`src/rtl/apb_master_gen2_if.sv`:
```
// Command/response channel plus APB4 bus for apb_master_gen2.
// The master modport is the requester's view; slave is the environment's view.
interface apb_master_gen2_if #(
  parameter int ADDR_W = 8,
  parameter int DATA_W = 8
);
  logic                  cmd_valid;
  logic                  cmd_ready;
  logic                  cmd_write;
  logic [ADDR_W-1:0]     cmd_addr;
  logic [DATA_W-1:0]     cmd_wdata;
  logic [DATA_W/8-1:0]   cmd_strb;
  logic                  rsp_valid;
  logic [DATA_W-1:0]     rsp_rdata;
  logic                  rsp_err;
  logic                  rsp_timeout;
  logic                  busy;
  logic [ADDR_W-1:0]     paddr;
  logic                  psel;
  logic                  penable;
  logic                  pwrite;
  logic [DATA_W-1:0]     pwdata;
  logic [DATA_W/8-1:0]   pstrb;
  logic [DATA_W-1:0]     prdata;
  logic                  pready;
  logic                  pslverr;

  modport master (
    input  cmd_valid, cmd_write, cmd_addr, cmd_wdata, cmd_strb,
    input  prdata, pready, pslverr,
    output cmd_ready, rsp_valid, rsp_rdata, rsp_err, rsp_timeout, busy,
    output paddr, psel, penable, pwrite, pwdata, pstrb
  );

  modport slave (
    output cmd_valid, cmd_write, cmd_addr, cmd_wdata, cmd_strb,
    output prdata, pready, pslverr,
    input  cmd_ready, rsp_valid, rsp_rdata, rsp_err, rsp_timeout, busy,
    input  paddr, psel, penable, pwrite, pwdata, pstrb
  );
endinterface

```
`src/rtl/apb_master_gen2.sv`:
```
// APB4 requester: one command in, one APB transfer out, one-cycle response pulse.
// state  | meaning
// IDLE   | ready for a command, APB idle
// SETUP  | psel high, penable low, exactly one cycle
// ACCESS | penable high, waiting for pready or the wait-state timeout
module apb_master_gen2 #(
  parameter int ADDR_W         = 8,
  parameter int DATA_W         = 8,
  parameter int TIMEOUT_CYCLES = 16
) (
  input logic              clk,
  input logic              rst,
  apb_master_gen2_if.master bus
);
  localparam int STRB_W = DATA_W / 8;
  localparam int CNT_W  = (TIMEOUT_CYCLES > 0) ? $clog2(TIMEOUT_CYCLES + 1) : 1;
  localparam logic [CNT_W-1:0] CNT_LAST =
    (TIMEOUT_CYCLES > 0) ? CNT_W'(TIMEOUT_CYCLES - 1) : '0;
  localparam logic TO_EN = (TIMEOUT_CYCLES != 0);

  typedef enum logic [1:0] {ST_IDLE, ST_SETUP, ST_ACCESS} state_t;

  state_t              state_q, state_d;
  logic [ADDR_W-1:0]   paddr_q, paddr_d;
  logic [DATA_W-1:0]   pwdata_q, pwdata_d;
  logic [STRB_W-1:0]   pstrb_q, pstrb_d;
  logic                pwrite_q, pwrite_d;
  logic                psel_q, psel_d;
  logic                penable_q, penable_d;
  logic                rsp_valid_q, rsp_valid_d;
  logic [DATA_W-1:0]   rsp_rdata_q, rsp_rdata_d;
  logic                rsp_err_q, rsp_err_d;
  logic                rsp_timeout_q, rsp_timeout_d;
  logic [CNT_W-1:0]    cnt_q, cnt_d;

  always_ff @(posedge clk) begin
    if (!rst) begin
      state_q       <= ST_IDLE;
      paddr_q       <= '0;
      pwdata_q      <= '0;
      pstrb_q       <= '0;
      pwrite_q      <= 1'b0;
      psel_q        <= 1'b0;
      penable_q     <= 1'b0;
      rsp_valid_q   <= 1'b0;
      rsp_rdata_q   <= '0;
      rsp_err_q     <= 1'b0;
      rsp_timeout_q <= 1'b0;
      cnt_q         <= '0;
    end else begin
      state_q       <= state_d;
      paddr_q       <= paddr_d;
      pwdata_q      <= pwdata_d;
      pstrb_q       <= pstrb_d;
      pwrite_q      <= pwrite_d;
      psel_q        <= psel_d;
      penable_q     <= penable_d;
      rsp_valid_q   <= rsp_valid_d;
      rsp_rdata_q   <= rsp_rdata_d;
      rsp_err_q     <= rsp_err_d;
      rsp_timeout_q <= rsp_timeout_d;
      cnt_q         <= cnt_d;
    end
  end

  always_comb begin
    state_d       = state_q;
    paddr_d       = paddr_q;
    pwdata_d      = pwdata_q;
    pstrb_d       = pstrb_q;
    pwrite_d      = pwrite_q;
    psel_d        = psel_q;
    penable_d     = penable_q;
    rsp_valid_d   = 1'b0;
    rsp_rdata_d   = rsp_rdata_q;
    rsp_err_d     = rsp_err_q;
    rsp_timeout_d = rsp_timeout_q;
    cnt_d         = cnt_q;

    case (state_q)
      ST_IDLE: begin
        if (bus.cmd_valid) begin
          paddr_d   = bus.cmd_addr;
          pwrite_d  = bus.cmd_write;
          pwdata_d  = bus.cmd_write ? bus.cmd_wdata : '0;
          pstrb_d   = bus.cmd_write ? bus.cmd_strb : '0;
          psel_d    = 1'b1;
          penable_d = 1'b0;
          state_d   = ST_SETUP;
        end
      end
      ST_SETUP: begin
        penable_d = 1'b1;
        cnt_d     = '0;
        state_d   = ST_ACCESS;
      end
      ST_ACCESS: begin
        // pready wins over a timeout landing in the same cycle
        if (bus.pready) begin
          psel_d        = 1'b0;
          penable_d     = 1'b0;
          rsp_valid_d   = 1'b1;
          rsp_err_d     = bus.pslverr;
          rsp_timeout_d = 1'b0;
          rsp_rdata_d   = (!pwrite_q && !bus.pslverr) ? bus.prdata : '0;
          state_d       = ST_IDLE;
        end else if (TO_EN && (cnt_q == CNT_LAST)) begin
          psel_d        = 1'b0;
          penable_d     = 1'b0;
          rsp_valid_d   = 1'b1;
          rsp_err_d     = 1'b1;
          rsp_timeout_d = 1'b1;
          rsp_rdata_d   = '0;
          state_d       = ST_IDLE;
        end else if (cnt_q != {CNT_W{1'b1}}) begin
          cnt_d = cnt_q + 1'b1;
        end
      end
      default: state_d = ST_IDLE;
    endcase
  end

  assign bus.cmd_ready   = (state_q == ST_IDLE) && rst;
  assign bus.busy        = (state_q != ST_IDLE);
  assign bus.paddr       = paddr_q;
  assign bus.psel        = psel_q;
  assign bus.penable     = penable_q;
  assign bus.pwrite      = pwrite_q;
  assign bus.pwdata      = pwdata_q;
  assign bus.pstrb       = pstrb_q;
  assign bus.rsp_valid   = rsp_valid_q;
  assign bus.rsp_rdata   = rsp_rdata_q;
  assign bus.rsp_err     = rsp_err_q;
  assign bus.rsp_timeout = rsp_timeout_q;
endmodule
```
`src/flat_wrapper.sv`:
```
// flat-port wrapper written by rule: the top's interface ports become plain ports
module apb_master_gen2_flat 
#(
  parameter int ADDR_W         = 8,
  parameter int DATA_W         = 8,
  parameter int TIMEOUT_CYCLES = 16
)
  (clk, rst, bus_cmd_valid, bus_cmd_write, bus_cmd_addr, bus_cmd_wdata, bus_cmd_strb, bus_prdata, bus_pready, bus_pslverr, bus_cmd_ready, bus_rsp_valid, bus_rsp_rdata, bus_rsp_err, bus_rsp_timeout, bus_busy, bus_paddr, bus_psel, bus_penable, bus_pwrite, bus_pwdata, bus_pstrb);
  apb_master_gen2_if #(.ADDR_W(ADDR_W), .DATA_W(DATA_W)) bus_i ();
  input logic clk;
  input logic rst;
  input wire logic [$bits(bus_i.cmd_valid)-1:0] bus_cmd_valid;
  input wire logic [$bits(bus_i.cmd_write)-1:0] bus_cmd_write;
  input wire logic [$bits(bus_i.cmd_addr)-1:0] bus_cmd_addr;
  input wire logic [$bits(bus_i.cmd_wdata)-1:0] bus_cmd_wdata;
  input wire logic [$bits(bus_i.cmd_strb)-1:0] bus_cmd_strb;
  input wire logic [$bits(bus_i.prdata)-1:0] bus_prdata;
  input wire logic [$bits(bus_i.pready)-1:0] bus_pready;
  input wire logic [$bits(bus_i.pslverr)-1:0] bus_pslverr;
  output wire logic [$bits(bus_i.cmd_ready)-1:0] bus_cmd_ready;
  output wire logic [$bits(bus_i.rsp_valid)-1:0] bus_rsp_valid;
  output wire logic [$bits(bus_i.rsp_rdata)-1:0] bus_rsp_rdata;
  output wire logic [$bits(bus_i.rsp_err)-1:0] bus_rsp_err;
  output wire logic [$bits(bus_i.rsp_timeout)-1:0] bus_rsp_timeout;
  output wire logic [$bits(bus_i.busy)-1:0] bus_busy;
  output wire logic [$bits(bus_i.paddr)-1:0] bus_paddr;
  output wire logic [$bits(bus_i.psel)-1:0] bus_psel;
  output wire logic [$bits(bus_i.penable)-1:0] bus_penable;
  output wire logic [$bits(bus_i.pwrite)-1:0] bus_pwrite;
  output wire logic [$bits(bus_i.pwdata)-1:0] bus_pwdata;
  output wire logic [$bits(bus_i.pstrb)-1:0] bus_pstrb;
  assign bus_i.cmd_valid = bus_cmd_valid;
  assign bus_i.cmd_write = bus_cmd_write;
  assign bus_i.cmd_addr = bus_cmd_addr;
  assign bus_i.cmd_wdata = bus_cmd_wdata;
  assign bus_i.cmd_strb = bus_cmd_strb;
  assign bus_i.prdata = bus_prdata;
  assign bus_i.pready = bus_pready;
  assign bus_i.pslverr = bus_pslverr;
  assign bus_cmd_ready = bus_i.cmd_ready;
  assign bus_rsp_valid = bus_i.rsp_valid;
  assign bus_rsp_rdata = bus_i.rsp_rdata;
  assign bus_rsp_err = bus_i.rsp_err;
  assign bus_rsp_timeout = bus_i.rsp_timeout;
  assign bus_busy = bus_i.busy;
  assign bus_paddr = bus_i.paddr;
  assign bus_psel = bus_i.psel;
  assign bus_penable = bus_i.penable;
  assign bus_pwrite = bus_i.pwrite;
  assign bus_pwdata = bus_i.pwdata;
  assign bus_pstrb = bus_i.pstrb;
  apb_master_gen2 #(.ADDR_W(ADDR_W), .DATA_W(DATA_W), .TIMEOUT_CYCLES(TIMEOUT_CYCLES)) u_core (.clk(clk), .rst(rst), .bus(bus_i));
endmodule
```
`config.mk`:
```
export PLATFORM = sky130hd
export DESIGN_NAME = apb_master_gen2_flat
export DESIGN_NICKNAME = d
export VERILOG_FILES = /design/src/rtl/apb_master_gen2_if.sv /design/src/rtl/apb_master_gen2.sv /design/src/flat_wrapper.sv
export SDC_FILE = /design/constraint.sdc
export NUM_CORES = 1
export LEC_CHECK = 0
export CORE_MARGIN = 1
export CORE_UTILIZATION = 42
export DETAILED_ROUTE_END_ITERATION = 10
export GPL_TIMING_DRIVEN = 0
export PLACE_DENSITY_LB_ADDON = 0.15
export SYNTH_ARGS = -nofsm -noshare
export SYNTH_HDL_FRONTEND = slang
export SYNTH_SLANG_ARGS = --single-unit
```
`constraint.sdc`:
```
create_clock -name clk -period 2.5 [get_ports clk]
set_input_delay 0.5 -clock clk [delete_from_list [all_inputs] [get_ports clk]]
set_output_delay 0.5 -clock clk [all_outputs]
set_load 0.005 [all_outputs]
```
==> reports/results.ini <==
[status]
status=complete, no violations

[drt]
ant_nets=0
drt_first_pass_iters=4
met1_length_mm=1.58
met3_length_um=233
routed.top_layer=met4
vias=1434
met2_length_mm=1.60
initialDrtViolationCount=50
drcViolationCount=0
via_per_inst=5.07
wire_per_inst_um=12.2
wl_mm=3.46

[synthesis]
yosysWarnings=0
syn_area_sq_um=1510
synth_edf_count=0
synth_fp_nets=202
async_flop_share_pct=0
ys_types=39
synthCells=168
synth_compound_area_share_pct=19.4
synth_flop_cell=dfxtp_1
synth_top_family_by_area=simple AND/OR/NAND/NOR gates
syn_avg_cell_area_sq_um=8.99
ys_ff_latch=38
synth_xor_area_share_pct=0
yosysSeqAreaShare_pct=50.4
synth_fa_ha_area_share_pct=2.49
synth.area.mux_share_pct=0.663
synth_top_area_share_pct=50.4
ys_top_cells_by_area=dfxtp_1 50%, nand2_1 7.7%, a21oi_1 7.0%
post_synth_and_or_nand_nor_area_fraction_pct=22.9
yosys.area.top_type=dfxtp_1

[power]
leakage_nw=0.823
peakVddDrop_mv=0.366
power.density_nw_per_um2=514

[timing]
holdWs_ns=0.458
period_needed_ns=2.41
final_max_slew_viol_count=0
finalSetupViolCount=0
maxSlewHeadroom_pct=63.6
worstMarginPinSlew_ns=0.543
finalHoldViolCount=0
rsz0062_at_grt=no
fin_crit_sh_pct=96.3
tns_ns=0
finClkSkew_ns=0.00265
fmax_ghz=0.415

[final_layout]
drive_gt1_share_pct=8.02
antenna_cells=0
fin_nets=270
syn_to_final_growth_pct=48.5
final_cell_count_no_fill=283

[floorplanning]
die-area_sq_um=3840
fp.dieH_um=62.0
die_w_um=62.0
initial_core_util_pct=44.6
coreArea_sq_um=3390
rows=21
ios=64

[setup_path]
crit_fanout=10
crit_type=in2out
crit_required_ns=2.00
critPathLaunchType=input port
critPathCaptureType=output port
crit_arrival_ns=1.91

[cts]
h-tree-depth=2
clockBufferDepth=2
clk_pin_slew_worst_paths_ns=0.11
cts_tree=done
postCtsSetupRepairBufs=0
ctsHoldBuffers=0
cts-resized-gates=0
cts_sinks=38
clockRootBuffer=clkbuf_4
clk_latency_ns=0.32
cts_buffers=5

[global_route]
gr-total-overflow=0
grt_antenna_before_repair=0
grt_usage_pct=18.9
grt_max_degree=13
grt_pass1_vias=1267
grt_first_pass_wirelength_mm=5.35

[hold_path]
hold_path.class=reg2reg

[placement]
dp_cells=275
gp_congestion=0.727
hpwl_mm=2.57
portBuffers=61

[run]
cap_violations=0

-- placed cells by master (no fill, tap or decap), types with 2 or more instances in the layout --
cell type	count
a21oi_1	21
a22o_1	8
a31oi_1	3
and3_1	2
buf_2	5
clkbuf_1	5
clkbuf_4	5
clkdlybuf4s50_1	61
dfxtp_1	38
ha_1	3
inv_1	3
nand2_1	31
nand3_1	10
nor2_1	4
nor2b_1	3
nor3_1	4
o21a_1	2
o21ai_0	2
o22ai_1	2
-- worst paths after layout --
kind	start	cells after the start	end	slack (ns)
worst max-delay path	rst	5	bus_cmd_ready	0.09
worst min-delay path	u_core.bus.pstrb$_SDFFE_PN0P_	2	u_core.bus.pstrb$_SDFFE_PN0P_	0.46
worst min register to register	u_core.bus.pstrb$_SDFFE_PN0P_	2	u_core.bus.pstrb$_SDFFE_PN0P_	0.46
worst max register to register	u_core.cnt_q[0]$_SDFFE_PN0P_	6	u_core.cnt_q[3]$_SDFFE_PN0P_	0.31
-- report_power, final --
group	internal, mW	switching, mW
Combinational	0.106	0.0801
Clock	0.135	0.193
Sequential	0.628	0.0112
Total	0.869	0.284
-- registers in the layout (all words and copies together), names as in the netlist --
name	flops
u_core.state_q	2
u_core.bus.rsp_err	1
u_core.bus.pstrb	1
u_core.bus.rsp_timeout	1
u_core.bus.penable	1
u_core.bus.paddr	8
u_core.bus.rsp_rdata	8
u_core.bus.pwrite	1
u_core.bus.pwdata	8
u_core.cnt_q	5
u_core.bus.psel	1
u_core.bus.rsp_valid	1
-- synthesized netlist by cell type, types with 2 or more instances --
library cell and number:
dfxtp_1 38, nand2_1 31, a21oi_1 21, nand3_1 10, a22o_1 8, buf_2 5, clkbuf_1 5, nor2_1 4
nor3_1 4, a31oi_1 3, ha_1 3, inv_1 3, nor2b_1 3, and3_1 2, o21a_1 2, o21ai_0 2
o22ai_1 2
-- critical path, stage by stage --
cell and delay, ns:
buf_2 0.17, clkinv_1 0.27, clkbuf_1 0.31, nor2_1 0.15
clkdlybuf4s50_1 0.50
-- layout make-up --
class	count	area, sq um
Fill cell	262	1150
Sequential cell	38	761
Buffer	11	47.5
Multi-Input combinational cell	115	687
Inverter	4	15.0
Clock inverter	2	12.5
Clock buffer	6	51.3
Tap cell	46	57.6
Timing Repair Buffer	61	611
-- cells by family after synthesis --
group           after synthesis
simple gates                 66
compound gates               45
flops                        38
buf+inv                      15
fa+ha+maj                     3
mux                           1
-- routing by layer --
metal  up-vias  track usage (%)
li1        729                -
met5         -                0
met2        51             30.4
met4         0             5.71
met1       647             23.8
met3         7             6.83
-- per-stage QoR --
stage / instance area, sq um / setup WS (ns) / total power [mW] / util, %
floorplan: 1510 / 0.499 / 0.729 / -
global placement: 2180 / 0.112 / 0.834 / 64.3
detailed placement: 2180 / 0.102 / 0.838 / 64.3
CTS: 2240 / 0.0922 / 1.17 / 66.1
global route: 2240 / 0.0191 / 1.22 / 66.1
finish: 2240 / 0.0930 / 1.15 / 66.1
Note: power is estimated with default switching activity, not from simulation.
